File: config.mk
export PLATFORM = sky130hd
export DESIGN_NAME = div_hilo_ctrl
export DESIGN_NICKNAME = d
export VERILOG_FILES = /design/src/rtl/div_hilo_ctrl.sv
export SDC_FILE = /design/constraint.sdc
export NUM_CORES = 1
export LEC_CHECK = 0
export ABC_AREA = 1
export BUFFER_PORTS_ARGS = -buffer_cell sky130_fd_sc_hd__buf_2
export CAP_MARGIN = 40
export CELL_PAD_IN_SITES_DETAIL_PLACEMENT = 2
export CELL_PAD_IN_SITES_GLOBAL_PLACEMENT = 2
export CORE_MARGIN = 4
export CORE_UTILIZATION = 27
export CTS_BUF_LIST = sky130_fd_sc_hd__clkbuf_4
export DETAILED_ROUTE_END_ITERATION = 8
export GPL_TIMING_DRIVEN = 0
export PLACE_DENSITY = 0.78
export SLEW_MARGIN = 40
export SYNTH_ARGS = -nofsm -noshare
export SYNTH_HDL_FRONTEND = slang
export SYNTH_SLANG_ARGS = --single-unit
File: constraint.sdc
create_clock -name clk -period 1.9 [get_ports clk]
set_input_delay 0.095 -clock clk [delete_from_list [all_inputs] [get_ports clk]]
set_output_delay 0.095 -clock clk [all_outputs]
set_load 0.05 [all_outputs]
File: src/rtl/div_hilo_ctrl.sv
// Control stage around an external combinational 32-bit unsigned divider:
// converts DIV/DIVU operands to magnitudes, waits a settle budget, then writes sign-corrected HI/LO.
module div_hilo_ctrl #(
    parameter int unsigned SETTLE_CYCLES = 4
) (
    input  logic        clk,
    input  logic        clr,
    input  logic        start,
    input  logic        op_signed,
    input  logic [31:0] dividend,
    input  logic [31:0] divisor,
    output logic [31:0] div_q,
    output logic [31:0] div_m,
    input  logic [31:0] div_quo,
    input  logic [31:0] div_rem,
    output logic        busy,
    output logic        done,
    output logic        div_by_zero,
    output logic [31:0] hi,
    output logic [31:0] lo
);

    typedef enum logic [1:0] {
        ST_IDLE   = 2'd0,
        ST_SETTLE = 2'd1,
        ST_DONE   = 2'd2
    } state_t;

    localparam logic [3:0] CNT_LOAD = 4'(SETTLE_CYCLES - 1);

    // Two's complement negation, wrapping at 32 bits (-2^31 maps to itself).
    function automatic logic [31:0] neg32(input logic [31:0] v);
        return (~v) + 32'd1;
    endfunction

    // Magnitude of an operand when it is treated as signed and negative.
    function automatic logic [31:0] mag32(input logic is_signed, input logic [31:0] v);
        return (is_signed && v[31]) ? neg32(v) : v;
    endfunction

    state_t      state_r, state_s;
    logic [3:0]  cnt_r, cnt_s;
    logic [31:0] div_q_r, div_q_s;
    logic [31:0] div_m_r, div_m_s;
    logic        neg_q_r, neg_q_s;
    logic        neg_r_r, neg_r_s;
    logic [31:0] hi_r, hi_s;
    logic [31:0] lo_r, lo_s;
    logic        dbz_r, dbz_s;
    logic        busy_r, busy_s;
    logic        done_r, done_s;

    // Next-state and next-register computation; every register holds unless a state rule updates it.
    always_comb begin
        state_s = state_r;
        cnt_s   = cnt_r;
        div_q_s = div_q_r;
        div_m_s = div_m_r;
        neg_q_s = neg_q_r;
        neg_r_s = neg_r_r;
        hi_s    = hi_r;
        lo_s    = lo_r;
        dbz_s   = dbz_r;
        case (state_r)
            ST_IDLE: begin
                if (start) begin
                    neg_q_s = op_signed & (dividend[31] ^ divisor[31]);
                    neg_r_s = op_signed & dividend[31];
                    div_q_s = mag32(op_signed, dividend);
                    div_m_s = mag32(op_signed, divisor);
                    if (divisor == 32'd0) begin
                        // Divide by zero bypasses the divider entirely.
                        state_s = ST_DONE;
                        lo_s    = 32'hFFFF_FFFF;
                        hi_s    = dividend;
                        dbz_s   = 1'b1;
                    end else begin
                        state_s = ST_SETTLE;
                        cnt_s   = CNT_LOAD;
                        dbz_s   = 1'b0;
                    end
                end else begin
                    state_s = ST_IDLE;
                end
            end
            ST_SETTLE: begin
                if (cnt_r == 4'd0) begin
                    lo_s    = neg_q_r ? neg32(div_quo) : div_quo;
                    hi_s    = neg_r_r ? neg32(div_rem) : div_rem;
                    state_s = ST_DONE;
                end else begin
                    cnt_s = cnt_r - 4'd1;
                end
            end
            ST_DONE: begin
                state_s = ST_IDLE;
            end
            default: begin
                state_s = ST_IDLE;
            end
        endcase
        busy_s = (state_s != ST_IDLE);
        done_s = (state_s == ST_DONE);
    end

    // State and output registers; clr discards any operation in flight.
    always_ff @(posedge clk) begin
        if (clr) begin
            state_r <= ST_IDLE;
            cnt_r   <= 4'd0;
            div_q_r <= 32'd0;
            div_m_r <= 32'd0;
            neg_q_r <= 1'b0;
            neg_r_r <= 1'b0;
            hi_r    <= 32'd0;
            lo_r    <= 32'd0;
            dbz_r   <= 1'b0;
            busy_r  <= 1'b0;
            done_r  <= 1'b0;
        end else begin
            state_r <= state_s;
            cnt_r   <= cnt_s;
            div_q_r <= div_q_s;
            div_m_r <= div_m_s;
            neg_q_r <= neg_q_s;
            neg_r_r <= neg_r_s;
            hi_r    <= hi_s;
            lo_r    <= lo_s;
            dbz_r   <= dbz_s;
            busy_r  <= busy_s;
            done_r  <= done_s;
        end
    end

    assign div_q       = div_q_r;
    assign div_m       = div_m_r;
    assign busy        = busy_r;
    assign done        = done_r;
    assign div_by_zero = dbz_r;
    assign hi          = hi_r;
    assign lo          = lo_r;

endmodule

==> results of run 1 <==
[layout make-up]
class | count | area share, %
flip-flops and latches | 139 | 21.7
clock buffers | 20 | 1.17
well taps | 448 | 4.37
multi-input cells | 1200 | 43.7
clock inverters | 12 | 1.52
inverters | 148 | 4.40
repair buffers | 390 | 20.1
plain buffers | 65 | 2.98
diodes | 3 | 0.0585
[metrics by stage]
stage | hold WS (ns) | setup slack (ns) | instance area [sq um]
2_1_floorplan | 0.230 | 0.402 | 9230
3_3_place_gp | 0.360 | -0.197 | 11100
3_5_place_dp | 0.371 | -0.290 | 11100
4_1_cts | 0.00154 | 0.00904 | 12700
5_1_grt | 0.0333 | -0.121 | 12800
6_report | 0.0656 | -0.0423 | 12800
[per-layer routing]
layer	track usage, %	vias up	share of wire, %
li1	-	5835	-
met2	47.4	328	48
met3	6.02	78	5.8
met5	0	-	0
met4	8.42	0	2.8
met1	33.6	6026	43
[logic make-up after synthesis]
group / synth area share (%)
AOI/OAI and AO/OA: 14.6
and+or+nand+nor: 42.1
DFF: 30.1
adders and majority gates: 0.813
buffers and inverters: 9.62
xor gates and xnor gates: 2.66
[layout by cell type, fill, tap and decap left out, drive strengths merged, types with 23 or more instances in the layout]
cell type,synthesis,routed
nor2,320,320
dfxtp,139,139
o21ai,144,144
xor2,23,23
inv,146,146
nand2,380,380
nand3b,32,32
clkbuf,38,60
buf,27,292
a21oi,88,88
dlygate4sd3,0,123
nand3,149,149
[flip-flops by register name (all words and copies together) (netlist names)]
| signal | cells |
|---|---|
| div_q | 32 |
| neg_q_r | 1 |
| state_r | 2 |
| neg_r_r | 1 |
| div_m | 32 |
| hi | 32 |
| done | 1 |
| div_by_zero | 1 |
| busy | 1 |
| cnt_r | 4 |
| lo | 32 |
[path summary, 6_finish.rpt]
kind | to | cells past startpoint | slack [ns] | startpoint
min reg2reg | div_m[31]$_SDFFE_PP0P_ | 2 | 0.48 | div_m[31]$_SDFFE_PP0P_
max reg2reg | hi[14]$_SDFFE_PP0P_ | 7 | 0.11 | state_r[0]$_SDFF_PP0_
min | hi[14]$_SDFFE_PP0P_ | 5 | 0.07 | dividend[14]
max | div_q[28]$_SDFFE_PP0P_ | 13 | -0.04 | dividend[0]
[what timing repair did]
| item | in CTS | in global routing |
|---|---|---|
| resized for setup | 13 | 46 |
| pin swaps | 1 | 3 |
| hold endpoints to repair | 129 | 0 |
| buffers inserted | 0 | 5 |
| hold buffers | 123 | 0 |
| endpoints found under the setup margin | 65 | 86 |
[where the power goes]
group / total, W / switching [W] / leakage [nW] / internal (W)
Clock: 0.00248 / 0.00126 / 0.179 / 0.00121
Combinational: 0.00388 / 0.00278 / 4.94 / 0.00109
Sequential: 0.00343 / 0.000207 / 1.14 / 0.00322
Total: 0.00978 / 0.00425 / 6.26 / 0.00553
[worst min-delay path, delay by kind of cell]
family / cells / cell delay, ns
buffers and inverters: 2 / 0.22
AOI/OAI and AO/OA: 1 / 0.19
and+or+nand+nor: 2 / 0.13
==> impl_metrics.py, run 1 <==
metrics = {
    "logic_synthesis": {
        "ys_types": 42,
        "syn-cell-area_sq_um": 9230,
        "synthMostInstantiatedCell": "sky130_fd_sc_hd__nand2_1",
        "number_of_flops_mapped_to_enable_cells_by_yosys": 0,
        "synth.top_cell.area_share_pct": 30.1,
        "synth-warning-count": 0,
        "async_flop_share_pct": 0,
        "post_synth.cell_area_avg_sq_um": 5.95,
        "post_synth_main_area_contributors": "sky130_fd_sc_hd__dfxtp_1, sky130_fd_sc_hd__nand2_1, sky130_fd_sc_hd__nor2_1",
        "synth.largest_area_cell": "sky130_fd_sc_hd__dfxtp_1",
        "postSynthRegisterBits": 139,
        "syn_nets": 1690,
        "synth_top_flop_cell": "sky130_fd_sc_hd__dfxtp_1",
        "synth-seq-area-share_pct": 30.1,
        "synth_common_cells": "sky130_fd_sc_hd__nand2_1, sky130_fd_sc_hd__nor2_1, sky130_fd_sc_hd__nand3_1",
        "syn-instance-count": 1552,
    },
    "power_and_ir_drop": {
        "vdd_ir_drop_max_uv": 357,
        "total_leakage_power_nw": 6.26,
        "finalPower_w": 0.00978,
        "pwr_per_cell_area_nw_per_um2": 762,
    },
    "placement": {
        "gpl.final_weighted_congestion": 0.886,
        "dp_cells": 2261,
        "dp.final_hpwl_mm": 38.4,
        "io_buffer_count": 261,
    },
    "floorplanning": {
        "floorplan.initialDensity_pct": 27.5,
        "die_area_sq_um": 37200,
        "chipWidth_um": 193,
        "num_io_pins": 263,
        "die_height_um": 193,
        "rows": 67,
        "coreArea_sq_um": 33600,
    },
    "critical_path": {
        "timing.critical_path.max_delay_family": "buffers and inverters",
        "critPathArrivalTime_ns": 2.49,
        "critical-path-top-cell-by-count": "sky130_fd_sc_hd__nand3_1",
        "timing.critical_path.to_type": "register",
        "worst_path_max_fanout": 10,
        "timing.critical_path.buf_inv": 5,
        "cell_with_the_biggest_individual_delay_on_the_critical_path": "sky130_fd_sc_hd__dlygate4sd3_1",
        "max_stage_delay_ns": 0.53,
        "startpoint_type": "input pin",
        "type_of_the_setup_path_with_the_least_slack": "in -> reg",
        "cp_data_required_time_ns": 2.45,
        "cp_cell_sequence": "dlygate4sd3_1 -> buf_2 -> inv_1 -> ha_1 -> nand3_1 -> nor2_1 -> nand3_1 -> nand2_1 -> buf_2 -> nand4_1 -> nand3_1 -> nand2_1 -> inv_1",
    },
    "finish": {
        "nets": 2099,
        "layout.filler_cells": 4134,
        "area_growth_syn_to_layout_pct": 39.1,
        "total_area_of_sequential_cells_sq_um": 2780,
        "multi_input_area_sq_um": 5610,
        "stdcell_count": 2425,
        "drive_gt1_share_pct": 19.2,
        "fin_util_pct": 38.2,
    },
    "timing": {
        "tightest_slew_ns": 0.724,
        "layout_setup_ws_ns": -0.0423,
        "setup_repair_after_global_routing_missed_its_margin": "true",
        "period_needed_ns": 1.94,
        "relSlewSlack_pct": 51.7,
        "period_share_pct": 102,
        "max_clock_freq_mhz": 515,
        "final_max_slew_viol_count": 0,
        "worst_clock_skew_ns": 0.0327,
        "finalHoldViolCount": 0,
        "fin_setup_tns_ns": -0.114,
        "setup_violating_endpoint_count_in_the_final_report": 3,
    },
    "drt": {
        "final_wirelength_mm": 51.6,
        "avgViaCountPerCell": 5.06,
        "post-route-drc-count": 0,
        "remaining_antenna_violation_count": 0,
        "drt_first_pass_iters": 5,
        "detailedRoute.firstIterationViolations": 627,
        "vias": 12300,
        "drt-wirelength-per-cell_um": 21.3,
    },
    "clocking": {
        "numClockSinks": 139,
        "cts_root_buf": "sky130_fd_sc_hd__clkbuf_4",
        "worstSkewPairLatency_ns": 0.62,
        "tritoncts.num_buffers": 17,
        "cts_htree_levels": 4,
        "cts_tree": "yes",
        "clock_path_buffers": 2,
        "clk_pin_slew_ns": 0.14,
    },
    "global_routing": {
        "grt.overflow.total": 0,
        "antenna_violations_before_repair": 4,
        "grt_max_degree": 17,
        "wire_length_of_the_first_global_routing_pass_mm": 78.0,
        "grt_pass1_vias": 13500,
        "grt_usage_pct": 27.2,
    },
    "outcome": {
        "violated_checks": "setup timing",
        "status": "complete, but fails checks",
    },
    "job": {
        "drv.max_cap_violation_count": 0,
    },
    "hold_path": {
        "hold_class": "in -> reg",
    },
}
(Power assumes the default switching activity.)
==> inputs of run 2 (changes only) <==
--- a/config.mk
+++ b/config.mk
@@ -6,16 +6,16 @@
 export NUM_CORES = 1
 export LEC_CHECK = 0
 export ABC_AREA = 1
-export BUFFER_PORTS_ARGS = -buffer_cell sky130_fd_sc_hd__buf_2
 export CAP_MARGIN = 40
 export CELL_PAD_IN_SITES_DETAIL_PLACEMENT = 2
 export CELL_PAD_IN_SITES_GLOBAL_PLACEMENT = 2
 export CORE_MARGIN = 4
-export CORE_UTILIZATION = 27
+export CORE_UTILIZATION = 30
 export CTS_BUF_LIST = sky130_fd_sc_hd__clkbuf_4
 export DETAILED_ROUTE_END_ITERATION = 8
+export DONT_BUFFER_PORTS = 1
 export GPL_TIMING_DRIVEN = 0
-export PLACE_DENSITY = 0.78
+export PLACE_DENSITY = 0.71
 export SLEW_MARGIN = 40
 export SYNTH_ARGS = -nofsm -noshare
 export SYNTH_HDL_FRONTEND = slang
==> impl_metrics.py, run 2 (same netlist as run 1, synthesis figures left out) <==
metrics = {
    "outcome": {
        "status": "finished, final reports clean",
    },
    "critical_path": {
        "startpoint_type": "input pin",
        "timing.critical_path.to_type": "register",
        "type_of_the_setup_path_with_the_least_slack": "in -> reg",
        "critPathArrivalTime_ns": 2.36,
        "cp_data_required_time_ns": 2.40,
        "worst_path_max_fanout": 10,
    },
    "job": {
        "drv.max_cap_violation_count": 0,
    },
    "timing": {
        "setup_violating_endpoint_count_in_the_final_report": 0,
        "period_share_pct": 97.5,
        "relSlewSlack_pct": 50.3,
        "worst_clock_skew_ns": 0.0302,
        "final.hold.worst_slack_ns": 0.0449,
        "setup_repair_after_global_routing_missed_its_margin": "true",
        "max_clock_freq_mhz": 540,
        "period_needed_ns": 1.85,
        "tightest_slew_ns": 0.746,
        "final_max_slew_viol_count": 0,
        "finalHoldViolCount": 0,
    },
    "floorplanning": {
        "die_area_sq_um": 33600,
        "chipWidth_um": 183,
        "die_height_um": 183,
        "coreArea_sq_um": 30000,
        "num_io_pins": 263,
        "floorplan.initialDensity_pct": 30.7,
        "rows": 63,
    },
    "finish": {
        "nets": 1865,
        "drive_gt1_share_pct": 7.07,
        "multi_input_area_sq_um": 5630,
        "area_growth_syn_to_layout_pct": 27.1,
        "layout.cell_area.non_filler_sq_um": 11700,
        "fin_util_pct": 39.1,
        "total_area_of_sequential_cells_sq_um": 2780,
        "layout.filler_cells": 3784,
        "mostFrequentLayoutCell": "sky130_fd_sc_hd__nand2_1",
        "stdcell_count": 2134,
        "layout_common_cells": "sky130_fd_sc_hd__nand2_1, sky130_fd_sc_hd__nor2_1, sky130_fd_sc_hd__dlygate4sd3_1",
    },
    "global_routing": {
        "grt_max_degree": 17,
        "wire_length_of_the_first_global_routing_pass_mm": 74.1,
        "antenna_violations_before_repair": 2,
        "grt_pass1_vias": 12400,
        "grt.overflow.total": 0,
        "grt_usage_pct": 28.4,
    },
    "drt": {
        "drt-wirelength-per-cell_um": 22.8,
        "final_wirelength_mm": 48.7,
        "remaining_antenna_violation_count": 0,
        "vias": 11400,
        "post-route-drc-count": 0,
        "drt_first_pass_iters": 5,
        "detailedRoute.firstIterationViolations": 607,
        "avgViaCountPerCell": 5.35,
    },
    "placement": {
        "dp_cells": 1943,
        "dpl_cell_area_sq_um": 9730,
        "gpl.final_weighted_congestion": 0.906,
        "dp.final_hpwl_mm": 35.9,
        "io_buffer_count": 0,
    },
    "clocking": {
        "cts_root_buf": "sky130_fd_sc_hd__clkbuf_4",
        "clk_pin_slew_ns": 0.14,
        "tritoncts.num_buffers": 17,
        "clock_path_buffers": 2,
        "cts_htree_levels": 4,
        "cts_tree": "yes",
        "worstSkewPairLatency_ns": 0.62,
        "numClockSinks": 139,
    },
    "power_and_ir_drop": {
        "vdd_ir_drop_max_uv": 406,
        "total_leakage_power_nw": 5.19,
        "pwr_per_cell_area_nw_per_um2": 799,
        "finalPower_w": 0.00938,
    },
    "hold_path": {
        "hold_class": "in -> reg",
    },
}
## run 2: cell types whose count changed in the layout (fill, tap and decap cells not counted), sizes merged
cell	change
buf	-265
bufinv	-1
clkinv	-1
clkinvlp	-2
diode	+1
dlygate4sd3	+28
inv	+7
## run 2: repair_timing
item | in CTS | in global routing
gates resized for setup | 11 | 44
endpoints found under the hold margin | 131 | 0
endpoints found under the setup margin | 62 | 93
setup buffers | 0 | 5
hold buffers | 151 | 0
pin swaps | 1 | 3
## run 2: critical path, cell delays in order
cell	delay, ns
sky130_fd_sc_hd__dlygate4sd3_1	0.58
sky130_fd_sc_hd__inv_1	0.14
sky130_fd_sc_hd__ha_2	0.24
sky130_fd_sc_hd__nand2_2	0.09
sky130_fd_sc_hd__nor2_4	0.16
sky130_fd_sc_hd__nand2_2	0.12
sky130_fd_sc_hd__nor2_4	0.21
sky130_fd_sc_hd__a21oi_4	0.12
sky130_fd_sc_hd__buf_2	0.20
sky130_fd_sc_hd__nor2_1	0.27
sky130_fd_sc_hd__a21oi_1	0.11
## run 2: where the power goes
part	internal [W]	leakage [nW]	switching, W
Combinational	0.000863	3.87	0.00156
Sequential	0.00322	1.14	0.00127
Clock	0.00107	0.175	0.00139
## run 2: path summary, 6_finish.rpt
kind                                            start                     end  slack [ns]  cells past startpoint
worst max-delay path                       divisor[1]     hi[18]$_SDFFE_PP0P_        0.05                     11
worst min-delay path                      div_rem[16]     hi[29]$_SDFFE_PP0P_        0.04                      9
worst max register to register  state_r[0]$_SDFF_PP0_  div_m[13]$_SDFFE_PP0P_        0.09                      7
worst min register to register  cnt_r[3]$_SDFFE_PP0P_   cnt_r[3]$_SDFFE_PP0P_        0.54                      2
## run 2: routing by layer
metal	share of wire (%)	up-vias	track usage, %
met5	0	-	0
met4	1.9	0	7.45
met3	6.4	50	7.30
met2	48	291	48.5
met1	44	5703	35.6
li1	-	5378	-
## run 2: layout make-up
class / count / share of cell area [%]
sequential: 139 / 23.7
antenna: 4 / 0.0853
buffer: 64 / 3.17
tap: 390 / 4.16
clock buffer: 17 / 1.09
multi-input combinational: 1200 / 48.0
clock inverter: 15 / 1.79
timing repair buffer: 157 / 13.3
inverter: 148 / 4.73
## run 2: stage by stage
step,setup TNS (ns),setup WS (ns)
after global routing,-0.0902,-0.0333
final,0,0.0468
after detailed placement,-6.04,-0.343
after global placement,-5.30,-0.318
after floorplan,0,0.402
after CTS,0,0.00193
==> inputs of run 3 (changes only) <==
--- a/config.mk
+++ b/config.mk
@@ -14,7 +14,8 @@
 export CTS_BUF_LIST = sky130_fd_sc_hd__clkbuf_4
 export DETAILED_ROUTE_END_ITERATION = 8
 export DONT_BUFFER_PORTS = 1
-export GPL_TIMING_DRIVEN = 0
+export GPL_TIMING_DRIVEN = 1
+export HOLD_SLACK_MARGIN = 0.05
 export PLACE_DENSITY = 0.71
 export SLEW_MARGIN = 40
 export SYNTH_ARGS = -nofsm -noshare
==> impl_metrics.py, run 3 (same netlist as run 1, synthesis figures left out) <==
metrics = {
    "hold_path": {
        "hold_class": "in -> reg",
        "hold-path-cell-count": 5,
    },
    "outcome": {
        "violated_checks": "hold timing, setup timing",
        "status": "complete, but fails checks",
    },
    "drt": {
        "routedLengthMet1_mm": 21.5,
        "vias": 12100,
        "dr.max_layer_used": "met5",
        "remaining_antenna_violation_count": 0,
        "post-route-drc-count": 0,
        "final_wirelength_mm": 51.2,
        "drt_first_pass_iters": 5,
        "avgViaCountPerCell": 5.45,
        "detailedRoute.firstIterationViolations": 554,
        "wl_met2_mm": 25.1,
        "drt-wirelength-per-cell_um": 23.2,
        "met3_wl_post_dr_mm": 3.05,
    },
    "finish": {
        "drive_gt1_share_pct": 12.3,
        "mostFrequentLayoutCell": "sky130_fd_sc_hd__nand2_1",
        "layout.filler_cells": 3656,
        "area_growth_syn_to_layout_pct": 37.6,
        "stdcell_count": 2213,
        "layout.cell_area.non_filler_sq_um": 12700,
        "layout_common_cells": "sky130_fd_sc_hd__nand2_1, sky130_fd_sc_hd__nor2_1, sky130_fd_sc_hd__dlygate4sd3_1",
        "nets": 1947,
    },
    "placement": {
        "dpl_cell_area_sq_um": 10300,
        "dp_cells": 1986,
        "gpl.final_weighted_congestion": 0.872,
        "io_buffer_count": 0,
        "pre_cts_ws_ns": 0.0853,
        "dp.final_hpwl_mm": 32.4,
    },
    "timing": {
        "setup_repair_after_global_routing_missed_its_margin": "true",
        "period_needed_ns": 1.95,
        "final_max_slew_viol_count": 0,
        "final.hold.worst_slack_ns": -0.0546,
        "fin_setup_tns_ns": -0.0879,
        "finalHoldViolCount": 1,
        "tightest_slew_ns": 0.605,
        "max_clock_freq_mhz": 512,
        "relSlewSlack_pct": 59.6,
        "setup_violating_endpoint_count_in_the_final_report": 7,
        "worst_clock_skew_ns": 0.0265,
        "period_share_pct": 103,
        "layout_setup_ws_ns": -0.0522,
    },
    "power_and_ir_drop": {
        "finalPower_w": 0.00951,
        "net-switching-power_w": 0.00421,
        "sequentialPowerShare_pct": 40.5,
        "vdd_ir_drop_max_uv": 389,
        "cellInternalPower_w": 0.00530,
        "total_leakage_power_nw": 5.71,
        "power.combinational.fraction_pct": 36.5,
        "power.switching_fraction_pct": 44.3,
        "power.share.clock_pct": 23.0,
        "pwr_per_cell_area_nw_per_um2": 749,
    },
    "clocking": {
        "cts_tree": "yes",
        "cts_htree_levels": 4,
        "clock_path_buffers": 2,
        "numClockSinks": 139,
        "worstSkewPairLatency_ns": 0.60,
        "cts_root_buf": "sky130_fd_sc_hd__clkbuf_4",
        "tritoncts.num_buffers": 17,
        "clk_pin_slew_ns": 0.13,
    },
    "critical_path": {
        "worst_path_max_fanout": 5,
        "timing.critical_path.to_type": "register",
        "worst_reg_to_reg_cells": 7,
        "critPathArrivalTime_ns": 2.47,
        "type_of_the_setup_path_with_the_least_slack": "in -> reg",
        "cp_data_required_time_ns": 2.42,
        "startpoint_type": "input pin",
    },
    "floorplanning": {
        "num_io_pins": 263,
        "die_area_sq_um": 33600,
        "chipWidth_um": 183,
        "coreArea_sq_um": 30000,
        "floorplan.initialDensity_pct": 30.7,
        "die_height_um": 183,
        "rows": 63,
    },
    "global_routing": {
        "wire_length_of_the_first_global_routing_pass_mm": 74.8,
        "grt_max_degree": 79,
        "grt_usage_pct": 28.1,
        "antenna_violations_before_repair": 5,
        "grt_pass1_vias": 13200,
        "grt.overflow.total": 0,
    },
    "job": {
        "drv.max_cap_violation_count": 0,
    },
}
run 3: repair_timing:
item	in CTS	in global routing
setup endpoints to repair	0	56
hold endpoints to repair	136	2
gates resized for setup	0	57
buffers inserted	0	14
hold buffers	176	1
run 3: area by class of cell:
class | count | area (sq um) | area share [%]
clock inverters | 12 | 150 | 1.18
well taps | 390 | 488 | 3.84
multi-input cells | 1201 | 5710 | 44.9
flip-flops and latches | 139 | 2790 | 21.9
diodes | 3 | 7.51 | 0.0591
clock buffers | 18 | 135 | 1.06
repair buffers | 302 | 2860 | 22.5
inverters | 148 | 561 | 4.41
run 3: worst paths after layout:
check                                           from             endpoint  slack (ns)
worst max-delay path                      div_rem[3]  hi[22]$_SDFFE_PP0P_       -0.05
worst min-delay path                      div_rem[2]   hi[2]$_SDFFE_PP0P_       -0.05
worst max register to register  neg_r_r$_SDFFE_PP0P_   hi[4]$_SDFFE_PP0P_        0.03
worst min register to register    lo[7]$_SDFFE_PP0P_   lo[7]$_SDFFE_PP0P_        0.50
run 3: routing by layer:
layer  vias up  global-route usage (%)
li1       5530                       -
met1      6040                    33.4
met2       388                    49.6
met3        97                    7.22
met4         2                    8.97
met5         -                       0
run 3: critical path, stage by stage:
cell and delay, ns:
sky130_fd_sc_hd__dlygate4sd3_1 0.61, sky130_fd_sc_hd__inv_1 0.12, sky130_fd_sc_hd__nand3_2 0.12, sky130_fd_sc_hd__buf_4 0.18, sky130_fd_sc_hd__nor2_1 0.18, sky130_fd_sc_hd__nand2_2 0.12
sky130_fd_sc_hd__nand2_4 0.11, sky130_fd_sc_hd__nand2_1 0.06, sky130_fd_sc_hd__nand2_1 0.06, sky130_fd_sc_hd__dlygate4sd3_1 0.54, sky130_fd_sc_hd__nand3_1 0.10, sky130_fd_sc_hd__a21oi_1 0.17
run 3: power by group through the flow:
stage / Clock [W] / Combinational (W) / Sequential [W]
floorplan: 0 / 0.00136 / 0.00444
CTS: 0.00223 / 0.00322 / 0.00384
global route: 0.00239 / 0.00374 / 0.00389
global placement: 0 / 0.00264 / 0.00389
finish: 0.00219 / 0.00347 / 0.00385
detailed placement: 0 / 0.00273 / 0.00390
run 3: stage by stage:
| stage | utilization, % | hold WS (ns) |
|---|---|---|
| finish | 42.3 | -0.0546 |
| global route | 42.3 | -0.0744 |
| CTS | 41.1 | -0.173 |
| global placement | 34.2 | 0.171 |
| floorplan | - | 0.230 |
| detailed placement | 34.2 | 0.175 |
